==> src/rtl/quad_decoder.sv <==
`default_nettype none
// ============================================================================
// quad_decoder: synchronizes, glitch-filters and decodes A/B quadrature phases.
// Revision: 1.0
// ============================================================================
module quad_decoder #(
  parameter int COUNT_WIDTH = 16,
  parameter int FILTER_LEN  = 4
) (
  input  logic                   clk,
  input  logic                   rst_n,
  input  logic                   a_in,
  input  logic                   b_in,
  input  logic                   clear,
  input  logic                   err_clr,
  output logic [COUNT_WIDTH-1:0] count,
  output logic                   dir,
  output logic                   step,
  output logic                   err,
  output logic                   ready
);

  localparam int                     c_fc_w    = $clog2(FILTER_LEN + 1);
  localparam logic [c_fc_w-1:0]      c_fc_last = c_fc_w'(FILTER_LEN - 1);
  localparam logic [c_fc_w-1:0]      c_fc_one  = c_fc_w'(1);
  localparam logic [COUNT_WIDTH-1:0] c_cnt_one = COUNT_WIDTH'(1);

  typedef enum logic [1:0] {
    S_FILL = 2'd0,
    S_LOAD = 2'd1,
    S_RUN  = 2'd2
  } state_t;

  // Phase vectors are packed as {A, B}.
  logic [1:0]        r_ff1;
  logic [1:0]        r_ff2;
  logic [1:0]        r_filt;
  logic [c_fc_w-1:0] r_fc [2];
  logic [1:0]        r_prev;
  logic [1:0]        r_fill_cnt;
  state_t            r_state;

  logic [1:0] w_diff;
  logic       w_fwd;
  logic       w_illegal;

  assign w_diff    = r_prev ^ r_filt;
  // Forward Gray order 00->10->11->01: new B always equals old A.
  assign w_fwd     = (r_prev[1] == r_filt[0]);
  assign w_illegal = (w_diff == 2'b11);

  always_ff @(posedge clk) begin
    if (!rst_n) begin
      r_filt <= 2'b00;
      for (int i = 0; i < 2; i++) begin
        r_fc[i] <= '0;
      end
    end else begin
      for (int i = 0; i < 2; i++) begin
        if (r_state == S_LOAD) begin
          r_filt[i] <= r_ff2[i];
          r_fc[i]   <= '0;
        end else if (r_ff2[i] == r_filt[i]) begin
          r_fc[i] <= '0;
        end else if (r_fc[i] == c_fc_last) begin
          r_filt[i] <= r_ff2[i];
          r_fc[i]   <= '0;
        end else begin
          r_fc[i] <= r_fc[i] + c_fc_one;
        end
      end
    end
  end

  always_ff @(posedge clk) begin
    if (!rst_n) begin
      r_ff1      <= 2'b00;
      r_ff2      <= 2'b00;
      r_prev     <= 2'b00;
      r_fill_cnt <= 2'd0;
      r_state    <= S_FILL;
      count      <= '0;
      dir        <= 1'b0;
      step       <= 1'b0;
      err        <= 1'b0;
      ready      <= 1'b0;
    end else begin
      r_ff1 <= {a_in, b_in};
      r_ff2 <= r_ff1;
      step  <= 1'b0;
      if (err_clr) begin
        err <= 1'b0;
      end
      case (r_state)
        S_FILL: begin
          if (r_fill_cnt == 2'd1) begin
            r_state <= S_LOAD;
          end else begin
            r_fill_cnt <= r_fill_cnt + 2'd1;
          end
        end
        S_LOAD: begin
          r_prev  <= r_ff2;
          r_state <= S_RUN;
          ready   <= 1'b1;
        end
        S_RUN: begin
          r_prev <= r_filt;
          if (w_illegal) begin
            err <= 1'b1;
          end else if (w_diff != 2'b00) begin
            step  <= 1'b1;
            dir   <= w_fwd;
            count <= w_fwd ? count + c_cnt_one : count - c_cnt_one;
          end
        end
        default: begin
          r_state <= S_FILL;
        end
      endcase
      // Clear wins over a coincident step; step/dir still report it.
      if (clear) begin
        count <= '0;
      end
    end
  end

endmodule
`default_nettype wire

==> config.mk <==
export PLATFORM = sky130hd
export DESIGN_NAME = quad_decoder
export DESIGN_NICKNAME = d
export VERILOG_FILES = /design/src/rtl/quad_decoder.sv
export SDC_FILE = /design/constraint.sdc
export NUM_CORES = 1
export LEC_CHECK = 0
export BUFFER_PORTS_ARGS = -buffer_cell sky130_fd_sc_hd__buf_2
export CORE_AREA = 8 8 72 74
export DETAILED_ROUTE_END_ITERATION = 8
export DIE_AREA = 0 0 80 82
export PLACE_DENSITY = 0.81
export SYNTH_ARGS = -nofsm -noshare
export SYNTH_HDL_FRONTEND = slang
export SYNTH_SLANG_ARGS = --single-unit
==> constraint.sdc <==
create_clock -name clk -period 3.8 [get_ports clk]
set_clock_uncertainty 0.15 [all_clocks]
set_input_delay 0.57 -clock clk [delete_from_list [all_inputs] [get_ports clk]]
set_output_delay 0.57 -clock clk [all_outputs]
set_load 0.1 [all_outputs]
==> results of run 1 <==
==> power breakdown <==
group	switching, mW	leakage [nW]	total [mW]	internal [mW]
Combinational	0.259	0.810	0.399	0.140
Sequential	0.0221	0.322	0.466	0.444
Clock	0.148	0.0472	0.294	0.146
==> registers in the layout (all words and copies together), names as in the netlist <==
name        cells
r_fc            6
r_ff2           2
r_filt          2
r_ff1           2
err             1
r_fill_cnt      2
r_prev          2
step            1
dir             1
count          16
r_state         2
ready           1
==> layer usage <==
metal,part of all wire,up-vias,global-route usage
met2,0.47,34,0.235
met4,0.018,0,0.0636
met3,0.053,9,0.0394
li1,-,991,-
met5,0,-,0
met1,0.46,917,0.185
==> metrics by stage <==
| step | hold slack (ns) | instance area, µm² |
|---|---|---|
| floorplan | 0.262 | 2300 |
| finish | 0.290 | 2570 |
| CTS | 0.295 | 2570 |
| detailed placement | 0.274 | 2480 |
| global placement | 0.267 | 2480 |
| global route | 0.303 | 2570 |
==> cell type report <==
class	instances	area share
Multi-Input combinational cell	207	0.544
Sequential cell	38	0.319
Timing Repair Buffer	27	0.0544
Clock buffer	6	0.0321
Tap cell	52	0.0253
Inverter	14	0.0204
Clock inverter	2	0.00486
==> worst reg2reg max path: stages (launching register included) <==
cell,delay [ns]
sky130_fd_sc_hd__dfxtp_1,0.43
sky130_fd_sc_hd__xor2_1,0.18
sky130_fd_sc_hd__buf_4,0.26
sky130_fd_sc_hd__ha_1,0.29
sky130_fd_sc_hd__a211oi_2,0.21
sky130_fd_sc_hd__nor2_1,0.09
sky130_fd_sc_hd__o31a_1,0.29
sky130_fd_sc_hd__a221o_1,0.38
sky130_fd_sc_hd__nand2_2,0.10
sky130_fd_sc_hd__mux2i_1,0.07
sky130_fd_sc_hd__or3_1,0.33
==> cell usage in the layout, fill, tap and decap left out, types with 3 or more instances in the layout <==
cell type	instances
sky130_fd_sc_hd__a211oi_1	3
sky130_fd_sc_hd__mux2i_1	3
sky130_fd_sc_hd__clkbuf_8	6
sky130_fd_sc_hd__inv_1	14
sky130_fd_sc_hd__a21o_1	4
sky130_fd_sc_hd__nor2_1	23
sky130_fd_sc_hd__edfxtp_1	6
sky130_fd_sc_hd__buf_2	25
sky130_fd_sc_hd__ha_1	26
sky130_fd_sc_hd__conb_1	6
sky130_fd_sc_hd__a21boi_0	6
sky130_fd_sc_hd__xor2_1	7
sky130_fd_sc_hd__nand2b_1	3
sky130_fd_sc_hd__and2_1	7
sky130_fd_sc_hd__or3_1	5
sky130_fd_sc_hd__nand3_1	4
sky130_fd_sc_hd__nand2_1	31
sky130_fd_sc_hd__a21oi_1	17
sky130_fd_sc_hd__dfxtp_1	32
sky130_fd_sc_hd__o21a_1	3
sky130_fd_sc_hd__xnor2_1	6
sky130_fd_sc_hd__nor3_1	4
sky130_fd_sc_hd__nor2b_1	5
sky130_fd_sc_hd__o211a_1	3
sky130_fd_sc_hd__o21ai_0	15
==> cell usage after synthesis, drive strengths merged (2+ instances only) <==
| cell type | instances | area share |
|---|---|---|
| dfxtp | 32 | 0.28 |
| a31oi | 2 | 0.0055 |
| a221o | 2 | 0.0088 |
| o211a | 3 | 0.013 |
| a211oi | 5 | 0.021 |
| o21a | 3 | 0.0099 |
| a21boi | 6 | 0.020 |
| nor2 | 23 | 0.038 |
| nor3 | 4 | 0.0088 |
| nand2 | 32 | 0.054 |
| nand3 | 4 | 0.0088 |
| or3 | 5 | 0.014 |
| inv | 14 | 0.023 |
| edfxtp | 6 | 0.079 |
| ha | 26 | 0.14 |
| and2 | 7 | 0.019 |
| and4 | 2 | 0.0077 |
| a21o | 4 | 0.013 |
| xnor2 | 6 | 0.023 |
| nand2b | 3 | 0.0082 |
| clkbuf | 6 | 0.0099 |
| a21oi | 17 | 0.037 |
| nor4 | 2 | 0.0055 |
| mux2i | 3 | 0.013 |
| o311ai | 2 | 0.0077 |
| xor2 | 7 | 0.027 |
| o31ai | 2 | 0.0066 |
| o21ai | 15 | 0.033 |
| nor2b | 5 | 0.014 |
==> logic make-up after synthesis <==
group                    count (synthesis)  share of synthesized area
AO/OA/AOI/OAI                           68                      0.203
XOR/XNOR                                13                     0.0500
adder cells (fa/ha/maj)                 27                      0.152
buffers and inverters                   20                     0.0329
flip-flops                              38                      0.360
multiplexers                             3                     0.0132
other                                    1                    0.00165
AND/OR/NAND/NOR                         90                      0.187
==> worst max-delay path by stage <==
stage / to / slack (ns)
finish: count[15] / 0.90
global route: count[15] / 0.70
CTS: count[15] / 0.89
detailed placement: count[15] / 0.89
global placement: count[15] / 0.98
floorplan: count[15] / 0.45
==> Flow_metrics.wiki, run 1 <==
{| class="wikitable"
! Metric !! Value
|-
| Result of the run || completed
|-
| Hold crit path type || flop to flop
|-
| CP bufs+invs || 1
|-
| Yosys warning total || 0
|-
| Setup TNS || 0 ns
|-
| Mapped Avg Cell Area || 8.76 µm²
|-
| Maximum operating frequency || 345 MHz
|-
| Number of enable-type register cells in the synthesized netlist || 6
|-
| Reg clk slew, reported paths || 0.08 ns
|-
| CTS Sinks || 38
|-
| Root Buffer || sky130_fd_sc_hd__clkbuf_8
|-
| Count of cells resized by post-cts repair || 0
|-
| First-pass GRT wire length || 7.78 mm
|-
| Kind of cell adding the most delay to the critical path || compound AO/OA/AOI/OAI gates
|-
| Number of buffers inserted by hold repair at cts || 0
|-
| Worst reg2reg startpoint || r_filt[0]
|-
| Crit path kind || flop to flop
|-
| Number of ports placed on the die boundary || 26
|-
| Number of global-route vias before repair || roughly 1,800
|-
| Placed cells || 338
|-
| Highest ir drop seen on vdd || approximately 0.20 mV
|-
| Instance count of the mapped netlist || 260
|-
| Total of fill cells in the finished design || 350
|-
| Starting DRC count in detailed routing || 135
|-
| Overall power after layout || 1.16 mW
|-
| Most common flop cell mapped by yosys || sky130_fd_sc_hd__dfxtp_1
|-
| Slew Limit Headroom || 0.616
|-
| Average detailed-routed wire length per instance || 13.5 µm
|-
| Routed WL || 4.67 mm
|-
| Core area || a little over 0.004 mm²
|-
| Source of the worst hold timing path || r_ff1[0]
|-
| Final Hold Violating Endpoints || 0
|-
| Gr usage total || 0.148
|-
| CTS max path bufs || 2
|-
| Slowest-stage cell, CP || sky130_fd_sc_hd__dfxtp_1
|-
| Destination of the worst register-to-register timing path || count[15]
|-
| Total vias in the final route || 1,951
|-
| Netlist Area Pre-Place || 0.00228 mm²
|-
| Launch point of the worst path || r_filt[0]
|-
| Gr ovfl total || 0
|-
| Multi-input gate area in the final layout || 0.00140 mm²
|-
| Area growth, synth to finish || 13.0%
|-
| Number of buffers created by CTS || 5
|-
| Number of search-and-repair iterations in the first detailed-routing pass || 6
|-
| Critical path peak fanout || 18
|-
| Total inserted antenna cells || 0
|-
| RSZ-0062 raised after global routing || no
|-
| Core occupancy in the finished layout || 0.621
|-
| Fraction of layout instances using a drive strength above 1 || 0.136
|-
| Post CTS Setup Buffer Count || 0
|-
| Worst EP arrival || 2.93 ns
|-
| Fraction of registers with async set or reset after synthesis || 0
|-
| Endpoint kind of the worst setup timing path || flop
|-
| Remaining design rule violation count || 0
|-
| Worst path depth || 10
|-
| CTS H-tree lvls || 2
|-
| Clock tree from TritonCTS || done
|-
| Startpoint type of the worst setup path || flop
|-
| Proportion of synthesized chip area in sequential cells || 0.360
|-
| Sequential standard cell area || 821 µm²
|-
| Final Wtd Congestion || between 0.8 and 0.9
|-
| Sink of the worst hold path || r_ff2[0]
|-
| Crit path largest cell delay || 0.43 ns
|-
| Die outline area || 0.00656 mm²
|-
| Standard-cell row count || 24
|-
| Number of setup violations in the final report || 0
|-
| Starting density of the core || 0.550
|-
| Worst setup timing slack at the placement stage || 0.894 ns
|-
| Final critical-path required period || 2.90 ns
|-
| Via count normalized by instance count || about 5.6
|-
| PortBufs || 25
|-
| Post-synthesis register bit count || 38
|-
| Number of cells traversed by the worst hold path || 1
|-
| Post-DP HPWL || 3.48 mm
|-
| Final nets || 326
|-
| Largest net degree at the start of global routing || 20
|-
| Least setup slack across all paths after layout || 0.898 ns
|-
| Period Utilization, post-route || 0.764
|-
| Clock Latency Late Sink || 0.29 ns
|-
| Unique masters post-synth || 43
|-
| Pwr dens || 450 mW/mm²
|-
| Antenna violations before repair || 0
|-
| CP Cell Sequence || xor2_1 > buf_4 > ha_1 > a211oi_2 > nor2_1 > o31a_1 > a221o_1 > nand2_2 > mux2i_1 > or3_1
|-
| Flop2flop setup slack || 0.90 ns
|-
| Worst path required time || 3.83 ns
|-
| Leakage power figure || 1.18 nW
|-
| Horiz. Die Dim || 80 µm
|-
| Final Instance Count excl. Fillers || 346
|-
| Die Y-Extent || 82 µm
|-
| Worst slew pin tran || 0.575 ns
|-
| Max Slew Vio Count || 0
|-
| Remaining antenna violation count || 0
|-
| Worst reg2reg path depth || 10
|-
| Count of maximum capacitance violations || 0
|}
No activity file was read; power rests on OpenSTA's default activity.
==> inputs of run 2 (changes only) <==
ABC_AREA = 1   (was not set)
CORE_AREA = 8 8 79 81   (was 8 8 72 74)
DIE_AREA = 0 0 87 89   (was 0 0 80 82)
PLACE_DENSITY = 0.77   (was 0.81)
clock period = 2.6 ns   (was 3.8 ns; I/O delays follow)
==> run 2 against run 1 <==
Compared with the run above:
- final cell count increased by 39%
- via count increased by 18%
- hold slack got worse by 0.17 ns
- clock-buffer cell count decreased by 1
- critical path type unchanged
- critical endpoint is now count[14]
==> Flow_metrics.wiki, run 2 <==
{| class="wikitable"
! Metric !! Value
|-
| Most common flop cell mapped by yosys || sky130_fd_sc_hd__dfxtp_1
|-
| Number of buffers created by CTS || 5
|-
| Launch point of the worst path || r_filt[0]
|-
| PortBufs || 25
|-
| CTS H-tree lvls || 2
|-
| Proportion of synthesized chip area in sequential cells || 0.324
|-
| Number of ports placed on the die boundary || 26
|-
| Horiz. Die Dim || 87 µm
|-
| Starting DRC count in detailed routing || between 100 and 150
|-
| Routed WL || 5.25 mm
|-
| Commonest non-fill, non-tap cell in the layout || sky130_fd_sc_hd__nand2_1
|-
| Count of cells resized by post-cts repair || 0
|-
| Endpoint kind of the worst setup timing path || flop
|-
| Total inserted antenna cells || 0
|-
| Worst EP arrival || 2.37 ns
|-
| Kind of cell adding the most delay to the critical path || simple AND/OR/NAND/NOR gates
|-
| Largest reg by FF count || count
|-
| CP Cell Sequence || xor2_2 > buf_4 > inv_1 > fa_1 > inv_1 > nand2_1 > nand3_1 > nand2_1 > nand3_1 > nand3_1 > nand2_1 > inv_1
|-
| Leading cell types in the layout, fill and taps excluded || sky130_fd_sc_hd__nand2_1 (95), sky130_fd_sc_hd__inv_1 (71), sky130_fd_sc_hd__nor2_1 (47)
|-
| End point of the critical path || count[14]
|-
| Total vias in the final route || 2,305
|-
| Worst reg2reg path depth || 12
|-
| Standard-cell row count || 26
|-
| Number of setup violations in the final report || 0
|-
| Number of enable-type register cells in the synthesized netlist || 6
|-
| Sequential standard cell area || 821 µm²
|-
| Die outline area || a little under 0.008 mm²
|-
| Number of buffers inserted by hold repair at cts || 0
|-
| Startpoint type of the worst setup path || flop
|-
| First-pass GRT wire length || 9.27 mm
|-
| Leakage power figure || 1.63 nW
|-
| Core area || between 0.004 and 0.005 mm²
|-
| Number of global-route vias before repair || between 2,000 and 2,500
|-
| Remaining design rule violation count || 0
|-
| Max Slew Vio Count || 0
|-
| Result of the run || completed
|-
| CTS max path bufs || 2
|-
| Die Y-Extent || between 80 and 90 µm
|-
| Netlist Area Pre-Place || 0.00253 mm²
|-
| Highest ir drop seen on vdd || 0.635 mV
|-
| Worst setup timing slack at the placement stage || 0.308 ns
|-
| Area contributors post-synth || sky130_fd_sc_hd__dfxtp_1 (25%), sky130_fd_sc_hd__nand2_1 (14%), sky130_fd_sc_hd__ha_1 (13%)
|-
| RSZ-0062 raised after global routing || no
|-
| Critical path peak fanout || 18
|-
| Crit path largest cell delay || ~0.47 ns
|-
| Starting density of the core || 0.508
|-
| Flop2flop setup slack || 0.29 ns
|-
| Overall power after layout || 2.94 mW
|-
| CP bufs+invs || 4
|-
| Instance count of the mapped netlist || 377
|-
| Worst path depth || 12
|-
| Gr usage total || 0.147
|-
| Fraction of registers with async set or reset after synthesis || 0
|-
| Cell type with the highest aggregate area in the netlist || sky130_fd_sc_hd__dfxtp_1
|-
| Period Utilization, post-route || 0.889
|-
| Maximum operating frequency || 433 MHz
|-
| Post-synthesis register bit count || 38
|-
| Top cells by count, synth || sky130_fd_sc_hd__nand2_1 (95), sky130_fd_sc_hd__inv_1 (71), sky130_fd_sc_hd__nor2_1 (47), sky130_fd_sc_hd__dfxtp_1 (32), sky130_fd_sc_hd__nand3_1 (30)
|-
| Setup TNS || 0 ns
|-
| Flip-flop count of the largest register, all copies and words added || 16
|-
| Multi-input gate area in the final layout || 0.00140 mm²
|-
| Fraction of layout instances using a drive strength above 1 || 0.107
|-
| Unique masters post-synth || 28
|-
| Crit path kind || flop to flop
|-
| Core occupancy in the finished layout || 0.578
|-
| Worst path required time || 2.66 ns
|-
| Number of search-and-repair iterations in the first detailed-routing pass || 4
|-
| Remaining antenna violation count || 0
|-
| Root Buffer || sky130_fd_sc_hd__clkbuf_8
|-
| Yosys warning total || 0
|-
| Post CTS Setup Buffer Count || 0
|-
| Area growth, synth to finish || 13.6%
|-
| Final Wtd Congestion || 0.877
|-
| Largest net degree at the start of global routing || 31
|-
| Worst reg2reg startpoint || r_filt[0]
|-
| Top cell type's share of synthesized area || 0.253
|-
| Average detailed-routed wire length per instance || 10.9 µm
|-
| Final Hold Violating Endpoints || 0
|-
| Gr ovfl total || 0
|-
| Pwr dens || 1020 mW/mm²
|-
| Most frequent cell after synthesis || sky130_fd_sc_hd__nand2_1
|-
| Placed Area || 0.00274 mm²
|-
| Destination of the worst register-to-register timing path || count[14]
|-
| Total of fill cells in the finished design || 475
|-
| Registers with the most flip-flops || count (16), r_fc (6)
|-
| Clock Latency Late Sink || 0.30 ns
|-
| Number of cells traversed by the worst hold path || 3
|-
| Summed area of non-filler cells in the final layout || 0.00288 mm²
|-
| Reg clk slew, reported paths || about 0.090 ns
|-
| Clock tree from TritonCTS || done
|-
| Final nets || 442
|-
| Via count normalized by instance count || 4.80
|-
| Count of maximum capacitance violations || 0
|-
| CTS Sinks || 38
|-
| Hold crit path type || input pin to flop
|-
| Mapped Avg Cell Area || 6.71 µm²
|-
| Slowest-stage cell, CP || sky130_fd_sc_hd__dfxtp_1
|-
| Final critical-path required period || 2.31 ns
|-
| Antenna violations before repair || 0
|-
| Post-DP HPWL || 3.98 mm
|-
| Least setup slack across all paths after layout || 0.289 ns
|}
==> run 2: cell count changes after synthesis, sizes merged, moves of 5 or more <==
| cell | before | now |
|---|---|---|
| and2 | 7 | 0 |
| a21boi | 6 | 0 |
| nor2 | 23 | 48 |
| nor2b | 5 | 0 |
| nand2 | 32 | 96 |
| a211oi | 5 | 0 |
| or3 | 5 | 0 |
| o211ai | 0 | 5 |
| inv | 14 | 77 |
| nand3 | 4 | 30 |
| buf | 0 | 6 |
| clkbuf | 6 | 1 |
==> run 2: per-stage QoR <==
step | hold WS [ns] | std cells
after global routing | 0.131 | 480
final | 0.122 | 480
after global placement | 0.245 | 472
after detailed placement | 0.250 | 472
after floorplan | 0.240 | 382
after CTS | 0.118 | 480
==> run 2: cells by family after synthesis <==
logic type	Yosys count	synth area share
AOI/OAI and AO/OA	30	0.0643
xor gates and xnor gates	10	0.0376
adders and majority gates	27	0.136
buffers and inverters	84	0.132
DFF	38	0.324
other	1	0.00148
and+or+nand+nor	187	0.304
==> run 2: power breakdown <==
group          internal, mW  total, mW  switching [mW]
Combinational         0.457       1.54            1.08
Clock                 0.385      0.621           0.236
Sequential            0.700      0.780          0.0798
Total                  1.54       2.94            1.40
==> run 2: cell type report <==
cell class,instances,share of cell area
clock buffer,5,0.0239
sequential,38,0.285
tap,70,0.0305
clock inverter,3,0.0239
timing repair buffer,27,0.0487
inverter,77,0.102
multi-input combinational,260,0.485
==> run 2: how the worst min path moves through the flow <==
stage	endpoint	slack (ns)	from
floorplan	r_ff2[0]	0.24	r_ff1[0]
global placement	r_ff2[0]	0.24	r_ff1[0]
detailed placement	r_ff2[0]	0.25	r_ff1[0]
CTS	err	0.12	err_clr
global route	r_ff1[1]	0.13	a_in
finish	r_ff1[1]	0.12	a_in
==> run 2: metal layers <==
layer	share of wire	track usage	vias to the layer above
met2	0.50	0.286	36
met3	0.035	0.0276	12
li1	-	-	1224
met4	0.018	0.0469	0
met5	0	0	-
met1	0.44	0.156	1033
==> run 2: worst register-to-register path: stages (launching register included) <==
cell and delay (ns):
sky130_fd_sc_hd__dfxtp_1 0.47, sky130_fd_sc_hd__xor2_2 0.15, sky130_fd_sc_hd__buf_4 0.25, sky130_fd_sc_hd__inv_1 0.10, sky130_fd_sc_hd__fa_1 0.40, sky130_fd_sc_hd__inv_1 0.09, sky130_fd_sc_hd__nand2_1 0.08, sky130_fd_sc_hd__nand3_1 0.15
sky130_fd_sc_hd__nand2_1 0.12, sky130_fd_sc_hd__nand3_1 0.09, sky130_fd_sc_hd__nand3_1 0.08, sky130_fd_sc_hd__nand2_1 0.07, sky130_fd_sc_hd__inv_1 0.03
